### src/rtl/spi_fpga_master_multi_cs.sv
// rtl/spi_fpga_master_multi_cs.sv - SPI master with per-transaction chip-select decode for NUM_SLAVES slaves
// Sequence per transfer: SETUP, SHIFT, HOLD with the selected CS low, then a GAP with all CS high.

module spi_fpga_master_multi_cs #(
   parameter int   CLOCK_FREQUENCY            = 50000000,
   parameter int   BIT_PER_SECOND             = 12500000,
   parameter int   PACK_LENGTH                = 8,
   parameter int   NUM_SLAVES                 = 2,
   parameter int   SLAVE_INDEX_WIDTH          = $clog2(NUM_SLAVES + 1),
   parameter logic CPOL                       = 1'b0,
   parameter logic CPHA                       = 1'b0,
   parameter int   PACK_BIT_SEQUENCE_TRANSMIT = 1,
   parameter int   PACK_BIT_SEQUENCE_RECEIVE  = 1,
   parameter int   CS_IDLE_CYCLES             = 4
) (
   input  logic                         IN_CLOCK,
   input  logic                         IN_RESET,
   input  logic                         IN_LAUNCH,
   input  logic [SLAVE_INDEX_WIDTH-1:0] IN_SLAVE_INDEX,
   input  logic [PACK_LENGTH-1:0]       IN_DATA,
   input  logic                         IN_MISO,
   output logic                         OUT_MOSI,
   output logic                         OUT_SCLK,
   output logic [NUM_SLAVES-1:0]        OUT_CS,
   output logic [PACK_LENGTH-1:0]       OUT_RECEIVE_DATA,
   output logic                         OUT_ACTION_DONE,
   output logic                         OUT_BUSY,
   output logic                         OUT_INVALID_INDEX
);

   localparam logic [31:0] HALF    = 32'(CLOCK_FREQUENCY / (2 * BIT_PER_SECOND));
   localparam logic [31:0] PL      = 32'(PACK_LENGTH);
   localparam logic [31:0] EDGES   = 32'(2 * PACK_LENGTH);
   localparam logic [31:0] GAP_LEN = 32'(CS_IDLE_CYCLES);
   localparam int          IW      = (PACK_LENGTH > 1) ? $clog2(PACK_LENGTH) : 1;
   localparam logic        TX_MSB  = (PACK_BIT_SEQUENCE_TRANSMIT != 0);
   localparam logic        RX_MSB  = (PACK_BIT_SEQUENCE_RECEIVE != 0);

   typedef enum logic [2:0] {S_IDLE, S_SETUP, S_SHIFT, S_HOLD, S_GAP} state_t;

   state_t                  state_q, state_d;
   logic [31:0]             cnt_q, cnt_d;
   logic [31:0]             edge_q, edge_d;
   logic [PACK_LENGTH-1:0]  tx_q, tx_d;
   logic [PACK_LENGTH-1:0]  rx_sh_q, rx_sh_d;
   logic [PACK_LENGTH-1:0]  rx_data_q, rx_data_d;
   logic [NUM_SLAVES-1:0]   cs_q, cs_d;
   logic                    sclk_q, sclk_d;
   logic                    mosi_q, mosi_d;
   logic                    done_q, done_d;
   logic                    busy_q, busy_d;
   logic                    inv_q, inv_d;
   logic [31:0]             next_bit;

   // Maps the i-th serial bit to its word position for the chosen bit order.
   function automatic logic [IW-1:0] bit_pos(input logic msb_first, input logic [31:0] i);
      return msb_first ? IW'(PL - 32'd1 - i) : IW'(i);
   endfunction

   always_ff @(posedge IN_CLOCK or posedge IN_RESET) begin
      if (IN_RESET) begin
         state_q   <= S_IDLE;
         cnt_q     <= '0;
         edge_q    <= '0;
         tx_q      <= '0;
         rx_sh_q   <= '0;
         rx_data_q <= '0;
         cs_q      <= '1;
         sclk_q    <= CPOL;
         mosi_q    <= 1'b0;
         done_q    <= 1'b0;
         busy_q    <= 1'b0;
         inv_q     <= 1'b0;
      end else begin
         state_q   <= state_d;
         cnt_q     <= cnt_d;
         edge_q    <= edge_d;
         tx_q      <= tx_d;
         rx_sh_q   <= rx_sh_d;
         rx_data_q <= rx_data_d;
         cs_q      <= cs_d;
         sclk_q    <= sclk_d;
         mosi_q    <= mosi_d;
         done_q    <= done_d;
         busy_q    <= busy_d;
         inv_q     <= inv_d;
      end
   end

   always_comb begin
      state_d   = state_q;
      cnt_d     = cnt_q;
      edge_d    = edge_q;
      tx_d      = tx_q;
      rx_sh_d   = rx_sh_q;
      rx_data_d = rx_data_q;
      cs_d      = cs_q;
      sclk_d    = sclk_q;
      mosi_d    = mosi_q;
      done_d    = 1'b0;
      busy_d    = busy_q;
      inv_d     = 1'b0;
      next_bit  = '0;
      case (state_q)
         S_IDLE: begin
            if (IN_LAUNCH) begin
               if (32'(IN_SLAVE_INDEX) < 32'(NUM_SLAVES)) begin
                  tx_d    = IN_DATA;
                  rx_sh_d = '0;
                  for (int i = 0; i < NUM_SLAVES; i++) begin
                     cs_d[i] = (32'(IN_SLAVE_INDEX) != 32'(i));
                  end
                  mosi_d  = CPHA ? 1'b0 : IN_DATA[bit_pos(TX_MSB, 32'd0)];
                  busy_d  = 1'b1;
                  cnt_d   = '0;
                  edge_d  = '0;
                  state_d = S_SETUP;
               end else begin
                  inv_d = 1'b1;
               end
            end
         end
         S_SETUP: begin
            if (cnt_q == HALF - 32'd1) begin
               cnt_d   = '0;
               state_d = S_SHIFT;
            end else begin
               cnt_d = cnt_q + 32'd1;
            end
         end
         S_SHIFT: begin
            if (cnt_q == HALF - 32'd1) begin
               cnt_d  = '0;
               sclk_d = ~sclk_q;
               edge_d = edge_q + 32'd1;
               // Even edge index is the leading edge; CPHA picks which one samples.
               if (edge_q[0] == CPHA) begin
                  rx_sh_d[bit_pos(RX_MSB, edge_q >> 1)] = IN_MISO;
               end else begin
                  next_bit = CPHA ? (edge_q >> 1) : ((edge_q + 32'd1) >> 1);
                  if (next_bit < PL) begin
                     mosi_d = tx_q[bit_pos(TX_MSB, next_bit)];
                  end
               end
               if (edge_q == EDGES - 32'd1) begin
                  state_d = S_HOLD;
               end
            end else begin
               cnt_d = cnt_q + 32'd1;
            end
         end
         S_HOLD: begin
            if (cnt_q == HALF - 32'd1) begin
               cnt_d     = '0;
               cs_d      = '1;
               rx_data_d = rx_sh_q;
               done_d    = 1'b1;
               mosi_d    = 1'b0;
               state_d   = S_GAP;
            end else begin
               cnt_d = cnt_q + 32'd1;
            end
         end
         S_GAP: begin
            if (cnt_q == GAP_LEN - 32'd1) begin
               cnt_d   = '0;
               busy_d  = 1'b0;
               state_d = S_IDLE;
            end else begin
               cnt_d = cnt_q + 32'd1;
            end
         end
         default: state_d = S_IDLE;
      endcase
   end

   assign OUT_MOSI          = mosi_q;
   assign OUT_SCLK          = sclk_q;
   assign OUT_CS            = cs_q;
   assign OUT_RECEIVE_DATA  = rx_data_q;
   assign OUT_ACTION_DONE   = done_q;
   assign OUT_BUSY          = busy_q;
   assign OUT_INVALID_INDEX = inv_q;

endmodule

### config.mk
export PLATFORM = sky130hd
export DESIGN_NAME = spi_fpga_master_multi_cs
export DESIGN_NICKNAME = d
export VERILOG_FILES = /design/src/rtl/spi_fpga_master_multi_cs.sv
export SDC_FILE = /design/constraint.sdc
export NUM_CORES = 1
export LEC_CHECK = 0
export CAP_MARGIN = 20
export CORE_MARGIN = 1.5
export CORE_UTILIZATION = 50
export DETAILED_ROUTE_END_ITERATION = 8
export HOLD_SLACK_MARGIN = 0.06
export PLACE_DENSITY = 0.68
export SLEW_MARGIN = 10
export SYNTH_ARGS = -nofsm -noshare
export SYNTH_HDL_FRONTEND = slang
export SYNTH_SLANG_ARGS = --single-unit
### constraint.sdc
create_clock -name IN_CLOCK -period 4.55 [get_ports IN_CLOCK]
set_clock_uncertainty 0.1 [all_clocks]
set_input_delay 0.91 -clock IN_CLOCK [delete_from_list [all_inputs] [get_ports IN_CLOCK]]
set_output_delay 0.91 -clock IN_CLOCK [all_outputs]
set_load 0.005 [all_outputs]
; Yosys cells after proc, flatten, opt, wreduce, memory -nomap -nowiden
; Cells that the tools add are included.
[totals]
ff_bits = 98
out_inout_bits = 15
input_bits = 14
elab_cells = 104
[op_classes]
mux = 45
n_reduce_logical = 19
n_lt_le_gt_ge = 5
add_sub_neg = 4
eq_ne = 18
n_bitwise = 1
[op_table]
columns = operator, n
row1 = 32-bit 2-to-1 mux, 5
row2 = 32-bit case mux with 3 select lines, 1
row3 = "32-bit by 1-bit adder with 32-bit output, second input constant", 2
row4 = 32-bit case mux with 2 select lines, 1
row5 = "32-bit by 1-bit equality test with 1-bit output, second input constant", 1
row6 = "32-bit by 2-bit equality test with 1-bit output, second input constant", 1
row7 = "32-bit by 4-bit equality test with 1-bit output, second input constant", 1
row8 = 8-bit 2-to-1 mux, 4
row9 = "31-bit by 4-bit less-than comparator with 1-bit output, second input constant", 1
row10 = 3-bit 2-to-1 mux, 7
row11 = "2-bit inequality test, second input constant", 10
row12 = 1-bit 2-to-1 mux, 16
row13 = 8-bit case mux with 2 select lines, 1
row14 = 3-bit case mux with 5 select lines, 1
row15 = 7-bit AND reduction, 2
row16 = 4-bit AND reduction, 3
row17 = 8-bit bitwise mux, 1
row18 = "3-bit by 4-bit less-than comparator with 1-bit output, second input constant", 2
row19 = 2-bit nonzero test, 4
row20 = "3-bit by 2-bit equality test with 1-bit output, second input constant", 2
row21 = 2-bit 2-to-1 mux, 3
row22 = 3-bit AND reduction, 2
row23 = 3-bit nonzero test, 2
row24 = "3-bit subtractor, first input constant", 2
row25 = other kinds (16), 17

; Depth between registers and ports, before layout
; Gate-level depths: netlist (run 1).
[logic_depth]
word_depth = 9
ltp_mapped = 10

; Worst setup path after synthesis (run 1)
; OpenSTA, ideal clock, no wires.
[synth_timing]
path_kind = reg2reg
start = reg edge_q[0]
end = reg mosi_q, in the netlist OUT_MOSI
path_stages_with_launch = 9
n_path_buf = 0
required_ns = 4.322
setup_slack_ns = 1.815
arrival_time_ns = 2.507
cell_sequence = dfrtp_1 ha_1 nand4_1 nor4_1 mux2i_1 o211ai_1 or4_1 nor4_2 mux2_1
[synth_between]
elab_chain_len = 8
word_cells_on_any_way = 12
classes_between = add/sub (2) / order compare (1) / eq/ne (2) / mux (6) / reduce/logical (1)
[synth_rtl]
columns = item, line
row1 = from (decl), 43  ; logic [31:0] edge_q, edge_d;
row2 = from (signal assigned), 77  ; edge_q <= edge_d;
row3 = 32-bit by 1-bit adder with 32-bit output, 140  ; next_bit = CPHA ? (edge_q >> 1) : ((edge_q + 32'd1) >> 1);
row4 = 3-bit subtractor, 57  ; return msb_first ? IW'(PL - 32'd1 - i) : IW'(i);
row5 = 1-bit binary-select mux with 3-bit select, 142  ; mosi_d = tx_q[bit_pos(TX_MSB, next_bit)];
row6 = 1-bit 2-to-1 mux (not written as such), 142
row7 = 1-bit 2-to-1 mux, 141  ; if (next_bit < PL) begin
row8 = 1-bit 2-to-1 mux, 137  ; if (edge_q[0] == CPHA) begin
row9 = 1-bit 2-to-1 mux, 132  ; if (cnt_q == HALF - 32'd1) begin
row10 = 1-bit case mux with 3 select lines, 104  ; case (state_q)
row11 = to (signal assigned), 83  ; mosi_q <= mosi_d;
row12 = to (decl), 49  ; logic mosi_q, mosi_d;
; Several ways; a longest one is shown, not always the timed one. The select of a mux whose other input is x is not followed.
; A chain may end at the register's enable or synchronous reset.

; Worst setup path in the final report (run 1)
[layout_timing]
start = reg edge_q[1]
end = reg mosi_q, in the netlist OUT_MOSI
[layout_between]
elab_chain_len = 8
word_cells_on_any_way = 11
classes_between = add/sub (2) / order compare (1) / eq/ne (1) / mux (6) / reduce/logical (1)
[layout_rtl]
columns = item, line
row1 = 32-bit by 1-bit adder with 32-bit output (*), 140
row2 = 3-bit subtractor, 57
row3 = 1-bit binary-select mux with 3-bit select, 142
row4 = 1-bit 2-to-1 mux (not written as such), 142
row5 = 1-bit 2-to-1 mux, 141
row6 = 1-bit 2-to-1 mux, 137
row7 = 1-bit 2-to-1 mux, 132
row8 = 1-bit case mux with 3 select lines, 104
; Every way passes the cells marked *; elsewhere a longest branch is shown, timed or not. The select of a mux whose other input is x is not followed.

==> summary.txt, run 1 <==
Outcome
  • Run status: finished, final reports clean

STA
  • Least-Margin Pin Slew: 992 ps
  • Tcrit/Tclk final: 73.4%
  • Maximum clock frequency: 299 MHz
  • RSZ-0062 raised after global routing: false
  • Setup TNS: 0 ps
  • Min Tclk post-route: 3340 ps
  • Final setup vio count: 0
  • Rel. slew slack: 33.8%
  • Slew Limit Fails: 0
  • Final Hold Fails: 0

Synthesis
  • Synthesized area: 5620 sq um
  • Syn Inst Count: 661
  • Number of synthesized flops with an enable pin: 0
  • Syn Area/Cell: 8.50 sq um
  • Asr flop ratio synth: 100%
  • Register area share after synthesis: 43.7%
  • Yosys warning count: 0
  • Yosys top cell area share: 42.7%
  • #FFs+latches synth: 98
  • Yosys cell types: 56
  • Largest cells by area after synthesis: dfrtp_1 43%, nand2_1 6.7%, o21ai_0 5.3%
  • Synth area leader: dfrtp_1
  • Synthesized netlist net count: 678
  • Top_reg_cell synth: dfrtp_1

Place
  • # port buffers: 28
  • Detail Placement HPWL: 9380 um
  • GP Congestion: 0.910

Floorplan
  • # rows: 38
  • I/O pins: 29
  • Die H: 109 um
  • Die area: 11,900 sq um
  • Placeable core region: 10,900 sq um
  • Chip width: 109 um
  • Initial Util: 51.6%

Power and ir drop
  • Lkg Pwr: 2.75 nW
  • Peak VDD IR: 0.000261 V
  • Power Dens Cells: 236 nW/um^2
  • Pwr Total: 1.45 mW

Layout
  • Layout area overhead: 9.28%
  • Layout cells sized above 1: 6.24%
  • Final core utilization: 56.4%
  • Most frequent cells in the layout: 100 x nand2_1, 96 x dfrtp_1, 69 x nor2_1
  • ANT cells: 0
  • Net count, final: 685
  • Most common cell after layout, fill and taps aside: nand2_1

Clocking
  • Htree depth: 3
  • CTS tree: done
  • Post-CTS sizing: 0
  • CTS sink cnt: 98
  • Worst-path clk slew: 100 ps
  • Inserted Clock Buffers: 9
  • Clock latency on the worst-skew pair: 390 ps
  • CTS Hold Bufs: 0
  • Clk root buf: clkbuf_8
  • Setup bufs post-CTS: 0
  • CTS Buffer Depth: 2

Critical path
  • Largest fanout on the critical path: 14
  • CP startpoint kind: flip-flop
  • CP endpoint kind: flip-flop
  • Crit Path Class: reg -> reg
  • Worst EP required: 4720 ps
  • Crit path arrival time: 3510 ps

Global route
  • Grt ovf: 0
  • Global-route wire length before repair: 22,900 um
  • Vias in the first global route: 4,591
  • Global-route usage over all layers: 24.7%
  • Largest net degree at the start of global routing: 51
  • Initial antenna violation count: 0

Flow run
  • Max cap viols: 0

Drt
  • Via/cell ratio: 5.96
  • ANT nets after route: 0
  • WL per Instance: 16.5 um
  • DRT Pass-1 Iters: 7
  • DRC: 0
  • Via count: 4,845
  • Total routed wirelength: 13,400 um
  • Initial DRC count: 390

Min path
  • HP Class: reg -> reg
[area by class of cell]
type / instances / area [sq um]
Timing Repair Buffer: 35 / 333
Fill cell: 987 / 4750
Tap cell: 140 / 175
Inverter: 13 / 51.3
Clock inverter: 5 / 37.5
Clock buffer: 11 / 141
Multi-Input combinational cell: 511 / 2950
Sequential cell: 98 / 2450
[sequential cells by signal, summed over array words and instances (netlist names)]
| name | count |
|---|---|
| cnt_q | 32 |
| state_q | 3 |
| OUT_MOSI | 1 |
| OUT_RECEIVE_DATA | 8 |
| edge_q | 32 |
| OUT_BUSY | 1 |
| tx_q | 8 |
| OUT_CS | 2 |
| OUT_ACTION_DONE | 1 |
| rx_sh_q | 8 |
| OUT_SCLK | 1 |
| OUT_INVALID_INDEX | 1 |
[cells by family after synthesis]
kind of cell | count (synthesis) | share of synthesized area [%]
buffers and inverters | 52 | 3.90
DFF | 98 | 43.7
muxes | 16 | 3.34
AOI/OAI and AO/OA | 135 | 14.1
xor gates and xnor gates | 31 | 4.83
and+or+nand+nor | 326 | 29.5
adders and majority gates | 3 | 0.668
[per-stage QoR]
step                hold WS (ps)  instances  setup slack [ps]  instance area, sq um
floorplan                    340        661               981                  5620
global placement             356        797              1130                  5960
detailed placement           358        797              1030                  5960
CTS                          384        813              1240                  6140
global route                 399        813               955                  6140
finish                       378        813              1210                  6140
[synthesized netlist by cell type (12+ instances only)]
library cell / n
clkbuf_1: 31
nor2_1: 70
nand4_1: 25
inv_1: 13
xnor2_1: 16
o31ai_1: 16
xor2_1: 15
dfrtp_1: 96
a21oi_1: 22
nand2_1: 100
nand3_1: 35
nor4_1: 15
mux2i_1: 12
and3_1: 17
o21ai_0: 60
[power by group]
| part | leakage [nW] | switching [mW] | internal (mW) |
|---|---|---|---|
| Clock | 0.0863 | 0.317 | 0.217 |
| Sequential | 1.14 | 0.00427 | 0.873 |
| Combinational | 1.53 | 0.0248 | 0.0158 |
| Total | 2.75 | 0.346 | 1.11 |
[worst max-delay path: stages, from the launching register on]
cell	delay [ps]
dfrtp_1	620
ha_1	340
nand4_1	160
nor2_1	540
nand4_1	250
mux2i_1	180
or4_1	500
nor4_2	180
mux2_1	350
[metal layers]
metal  part of all wire [%]  vias to the layer above  routed length [um]  track usage, %
met5                      0                        -                   0               0
met4                    1.2                        0                 165            6.48
met3                    5.0                       15                 669            5.86
met2                     47                      123                6300            38.5
met1                     47                     2323                6300            34.4
li1                       -                     2384                   -               -
[path summary, 6_finish.rpt]
kind / start / to / slack (ps) / depth (start not counted)
setup / recovery: edge_q[1]$_DFFE_PP0P_ / OUT_MOSI$_DFFE_PP0P_ / 1210 / 8
hold / removal: OUT_RECEIVE_DATA[7]$_DFFE_PP0P_ / OUT_RECEIVE_DATA[7]$_DFFE_PP0P_ / 380 / 2
setup reg to reg: edge_q[1]$_DFFE_PP0P_ / OUT_MOSI$_DFFE_PP0P_ / 1210 / 8
hold reg to reg: OUT_RECEIVE_DATA[7]$_DFFE_PP0P_ / OUT_RECEIVE_DATA[7]$_DFFE_PP0P_ / 380 / 2
max in group asynchronous: IN_RESET / edge_q[14]$_DFFE_PP0P_ / 2680 / 3
min in group asynchronous: IN_RESET / OUT_RECEIVE_DATA[5]$_DFFE_PP0P_ / 850 / 2
Note: power is estimated with default switching activity, not from simulation.
==> run 2: changes to the inputs <==
- PLACE_DENSITY: 0.68 -> 0.71
- clock period: 4.55 -> 2.76 ns (I/O delays scaled with it)
==> run 2 against run 1 <==
Net effect:
- sequential power increased by 65%
- sequential cell count unchanged
- critical path depth rose by 1
- register-to-register slack worse by 1100 ps
- total power rose by 81%
- first-iteration DRC count down 5.6%
- wire length is 6.7% higher
- clock power is 110% higher
- clock-buffer cell count down 2
- largest cell class unchanged
- die area unchanged
- combinational power is 86% higher
- final area grew 8.4%
==> summary.txt, run 2 (same netlist as run 1, synthesis figures left out) <==
Clocking
  • CTS tree: done
  • CTS Hold Bufs: 0
  • Clk root buf: clkbuf_8
  • Setup bufs post-CTS: 0
  • Inserted Clock Buffers: 9
  • CTS sink cnt: 98
  • Clock latency on the worst-skew pair: 390 ps
  • CTS Buffer Depth: 2
  • Worst-path clk slew: 110 ps
  • Htree depth: 3

Drt
  • WL per Instance: 16.6 um
  • Via/cell ratio: 5.94
  • DRT Pass-1 Iters: 5
  • DRC: 0
  • Initial DRC count: 368
  • ANT nets after route: 0
  • Via count: 5,140
  • Total routed wirelength: 14,300 um

STA
  • Slew Limit Fails: 0
  • Final Hold Fails: 0
  • Tcrit/Tclk final: 96.6%
  • Final setup vio count: 0
  • Rel. slew slack: 66.7%
  • RSZ-0062 raised after global routing: false
  • Maximum clock frequency: 375 MHz
  • Least-Margin Pin Slew: 499 ps
  • Setup TNS: 0 ps
  • Min Tclk post-route: 2670 ps

Floorplan
  • I/O pins: 29
  • Initial Util: 51.6%
  • Chip width: 109 um
  • Placeable core region: 10,900 sq um
  • Die area: 11,900 sq um
  • # rows: 38
  • Die H: 109 um

Critical path
  • CP endpoint kind: flip-flop
  • Largest fanout on the critical path: 3
  • R2r worst-path depth: 9
  • Worst EP required: 2950 ps
  • CP startpoint kind: flip-flop
  • Crit path arrival time: 2860 ps
  • Crit Path Class: reg -> reg

Global route
  • Vias in the first global route: 4,966
  • Largest net degree at the start of global routing: 54
  • Initial antenna violation count: 0
  • Global-route usage over all layers: 26.1%
  • Global-route wire length before repair: 24,200 um
  • Grt ovf: 0

Min path
  • WHS Path Cells: 2
  • HP Class: reg -> reg

Place
  • Detail Placement HPWL: 10,300 um
  • Placed Instances: 849
  • # port buffers: 28
  • GP Congestion: 0.898

Outcome
  • Run status: finished, final reports clean

Layout
  • Largest regs: cnt_q: 32 flops, edge_q: 32 flops
  • Filler cell count: 945
  • Most frequent cells in the layout: 100 x nand2_1, 96 x dfrtp_1, 68 x nor2_1
  • Layout cells sized above 1: 13.8%
  • Most common cell after layout, fill and taps aside: nand2_1
  • Final non-filler cell total: 865
  • Final core utilization: 61.1%
  • ANT cells: 0
  • Layout area overhead: 18.5%
  • Net count, final: 737

Power and ir drop
  • Pwr Total: 2.62 mW
  • Lkg Pwr: 3.02 nW
  • Power Dens Cells: 394 nW/um^2
  • Peak VDD IR: 0.000301 V

Flow run
  • Max cap viols: 0
run 2: metal layers:
layer | wire length, um | GRT usage [%]
met5 | 0 | 0
met4 | 279 | 10.8
met3 | 532 | 3.41
met2 | 7010 | 43.0
met1 | 6530 | 34.7
run 2: metrics by stage:
| stage | setup slack (ps) | cell area, sq um | hold slack, ps |
|---|---|---|---|
| 3_3_place_gp | 18.3 | 6390 | 353 |
| 5_1_grt | 3.59 | 6660 | 396 |
| 4_1_cts | 37.9 | 6620 | 382 |
| 3_5_place_dp | -48.9 | 6390 | 357 |
| 2_1_floorplan | 25.2 | 5620 | 340 |
| 6_report | 93.9 | 6660 | 376 |
run 2: timing repair:
action                                  in CTS  in global routing
pin swaps                                    0                  1
gates resized for setup                      1                  7
endpoints found under the setup margin       1                 22
run 2: power by group:
group	switching [mW]	total (mW)	internal, mW
Sequential	0.00714	1.45	1.44
Combinational	0.0433	0.0756	0.0323
Clock	0.571	1.10	0.528
run 2: critical path, stage by stage, from the launching register on:
cell	delay (ps)
dfrtp_1	400
ha_2	200
nand4_1	170
nor4_1	220
buf_4	170
mux2i_1	180
o211ai_1	150
or4_4	450
nor4_2	180
mux2_1	350
run 2: worst paths after layout:
kind	startpoint	end	slack, ps
setup / recovery	edge_q[1]$_DFFE_PP0P_	OUT_MOSI$_DFFE_PP0P_	90
hold / removal	OUT_RECEIVE_DATA[1]$_DFFE_PP0P_	OUT_RECEIVE_DATA[1]$_DFFE_PP0P_	380
setup reg to reg	edge_q[1]$_DFFE_PP0P_	OUT_MOSI$_DFFE_PP0P_	90
hold reg to reg	OUT_RECEIVE_DATA[1]$_DFFE_PP0P_	OUT_RECEIVE_DATA[1]$_DFFE_PP0P_	380
max in group asynchronous	IN_RESET	cnt_q[0]$_DFFE_PP0P_	1510
min in group asynchronous	IN_RESET	edge_q[17]$_DFFE_PP0P_	430
run 2: area by class of cell:
| class | count | area [sq um] | share of cell area [%] |
|---|---|---|---|
| Clock buffer | 9 | 124 | 1.86 |
| Clock inverter | 7 | 108 | 1.62 |
| Inverter | 13 | 52.6 | 0.789 |
| Multi-Input combinational cell | 511 | 2980 | 44.8 |
| Sequential cell | 98 | 2450 | 36.9 |
| Tap cell | 140 | 175 | 2.63 |
| Timing Repair Buffer | 87 | 761 | 11.4 |
==> run 3: changes to the inputs <==
--- a/config.mk
+++ b/config.mk
@@ -9,4 +9,5 @@
 export CORE_MARGIN = 1.5
 export CORE_UTILIZATION = 50
+export CTS_CLUSTER_SIZE = 20
 export DETAILED_ROUTE_END_ITERATION = 8
 export HOLD_SLACK_MARGIN = 0.06
==> constraint.sdc (replaced) <==
create_clock -name IN_CLOCK -period 2.76 [get_ports IN_CLOCK]
set_clock_uncertainty 0.1 [all_clocks]
set_input_delay 0.276 -clock IN_CLOCK [delete_from_list [all_inputs] [get_ports IN_CLOCK]]
set_output_delay 0.276 -clock IN_CLOCK [all_outputs]
set_load 0.005 [all_outputs]
==> run 3 against run 2 <==
Net effect:
- sequential share of layout area rose by 0.56 points
- register-to-register slack improved by 30 ps
- via count rose by 0.66%
- critical path type unchanged
- critical endpoint unchanged
- largest cell class unchanged
==> summary.txt, run 3 (same netlist as run 1, synthesis figures left out) <==
Floorplan
  • # rows: 38
  • Initial Util: 51.6%
  • Chip width: 109 um
  • Die area: 11,900 sq um
  • Placeable core region: 10,900 sq um
  • I/O pins: 29
  • Die H: 109 um

Critical path
  • Slowest cell on crit path: dfrtp_1
  • Crit Path Class: reg -> reg
  • RR Endpoint: OUT_MOSI$_DFFE_PP0P_
  • Worst EP required: 2930 ps
  • Critical path, cell by cell: nand4_2 > nor2_1 > nand3_1 > a211o_1 > nor4_2 > mux2_1
  • Critical path depth in cells: 6
  • CP max stage delay: 490 ps
  • Largest fanout on the critical path: 8
  • Delay-heaviest family, CP: simple AND/OR/NAND/NOR gates
  • Crit path arrival time: 2810 ps
  • R2r worst-path depth: 6
  • R2r setup slk: 120 ps
  • Reg2reg start: edge_q[4]$_DFFE_PP0P_
  • Buffers and inverters on the worst path: 0
  • CP startpoint kind: flip-flop
  • CP endpoint kind: flip-flop

Clocking
  • CTS Hold Bufs: 0
  • CTS tree: done
  • CTS sink cnt: 98
  • CTS Buffer Depth: 2
  • Clock latency on the worst-skew pair: 390 ps
  • Clk root buf: clkbuf_8
  • Worst-path clk slew: 100 ps
  • Htree depth: 3
  • Inserted Clock Buffers: 9

Layout
  • Register area: 2460 sq um
  • Layout area overhead: 16.7%
  • Most common cell after layout, fill and taps aside: nand2_1
  • Largest regs: cnt_q: 32 flops, edge_q: 32 flops
  • Most frequent cells in the layout: 100 x nand2_1, 95 x dfrtp_1, 69 x nor2_1
  • Filler cell count: 932
  • Layout cells sized above 1: 13.2%
  • Net count, final: 733
  • ANT cells: 0
  • Area of the multi-input gates: 2960 sq um

Global route
  • Global-route usage over all layers: 25.8%
  • Global-route wire length before repair: 24,300 um
  • Grt ovf: 0
  • Vias in the first global route: 5,107
  • Largest net degree at the start of global routing: 51
  • Initial antenna violation count: 0

Power and ir drop
  • Pwr Total: 2.41 mW
  • Peak VDD IR: 0.000365 V
  • Lkg Pwr: 2.99 nW
  • Power Dens Cells: 368 nW/um^2

Drt
  • WL per Instance: 16.5 um
  • ANT nets after route: 0
  • WL met3: 694 um
  • Via count: 5,174
  • DRC: 0
  • Met2 wire length: 6750 um
  • Top sig layer: met4
  • Initial DRC count: 357
  • Wl on met1: 6430 um
  • Via/cell ratio: 6.01
  • DRT Pass-1 Iters: 5
  • Total routed wirelength: 14,200 um

Place
  • Detail Placement HPWL: 10,100 um
  • GP Congestion: 0.968
  • Post-placement worst setup slack: 59.4 ps
  • # port buffers: 28

STA
  • Least-Margin Pin Slew: 619 ps
  • Slew Limit Fails: 0
  • Setup TNS: 0 ps
  • Tcrit/Tclk final: 95.7%
  • Maximum clock frequency: 379 MHz
  • Min Tclk post-route: 2640 ps
  • Final setup vio count: 0
  • Setup ws final: 119 ps
  • Rel. slew slack: 58.3%
  • RSZ-0062 raised after global routing: true
  • Final Hold Fails: 0

Min path
  • HP Class: in -> async

Flow run
  • Max cap viols: 0

Outcome
  • Run status: finished, final reports clean
## run 3: metrics by stage
stage	instance area, sq um	cells	hold WS [ps]	utilization, %
3_5_place_dp	6350	844	362	58.3
4_1_cts	6540	860	230	60.0
5_1_grt	6560	861	278	60.3
6_report	6560	861	214	60.3
2_1_floorplan	5620	661	281	-
3_3_place_gp	6350	844	353	58.3
## run 3: layer usage
layer	vias to the layer above	GRT usage, %
met5	-	0
met4	0	10.6
met3	33	4.84
met2	144	41.9
met1	2524	33.9
li1	2473	-
## run 3: how the worst max path moves through the flow
stage,to,slack [ps],startpoint
finish,OUT_MOSI$_DFFE_PP0P_,120,edge_q[4]$_DFFE_PP0P_
global route,OUT_MOSI$_DFFE_PP0P_,-20,edge_q[4]$_DFFE_PP0P_
CTS,OUT_MOSI$_DFFE_PP0P_,30,edge_q[1]$_DFFE_PP0P_
detailed placement,OUT_MOSI$_DFFE_PP0P_,60,edge_q[1]$_DFFE_PP0P_
global placement,OUT_MOSI$_DFFE_PP0P_,160,edge_q[1]$_DFFE_PP0P_
floorplan,OUT_MOSI$_DFFE_PP0P_,30,edge_q[0]$_DFFE_PP0P_
## run 3: area by class of cell
type | instances | area share [%]
clock inverter | 7 | 0.896
multi-input combinational | 511 | 45.2
clock buffer | 9 | 1.89
inverter | 13 | 0.801
timing repair buffer | 83 | 11.1
tap | 140 | 2.67
sequential | 98 | 37.4
## run 3: power by group
group | internal (mW) | switching, mW
sequential | 1.44 | 0.00585
clock | 0.343 | 0.548
combinational | 0.0309 | 0.0433
## run 3: repair_timing
action	4_1_cts	5_1_grt
buffers inserted	0	1
setup endpoints to repair	0	1
resized for setup	0	5
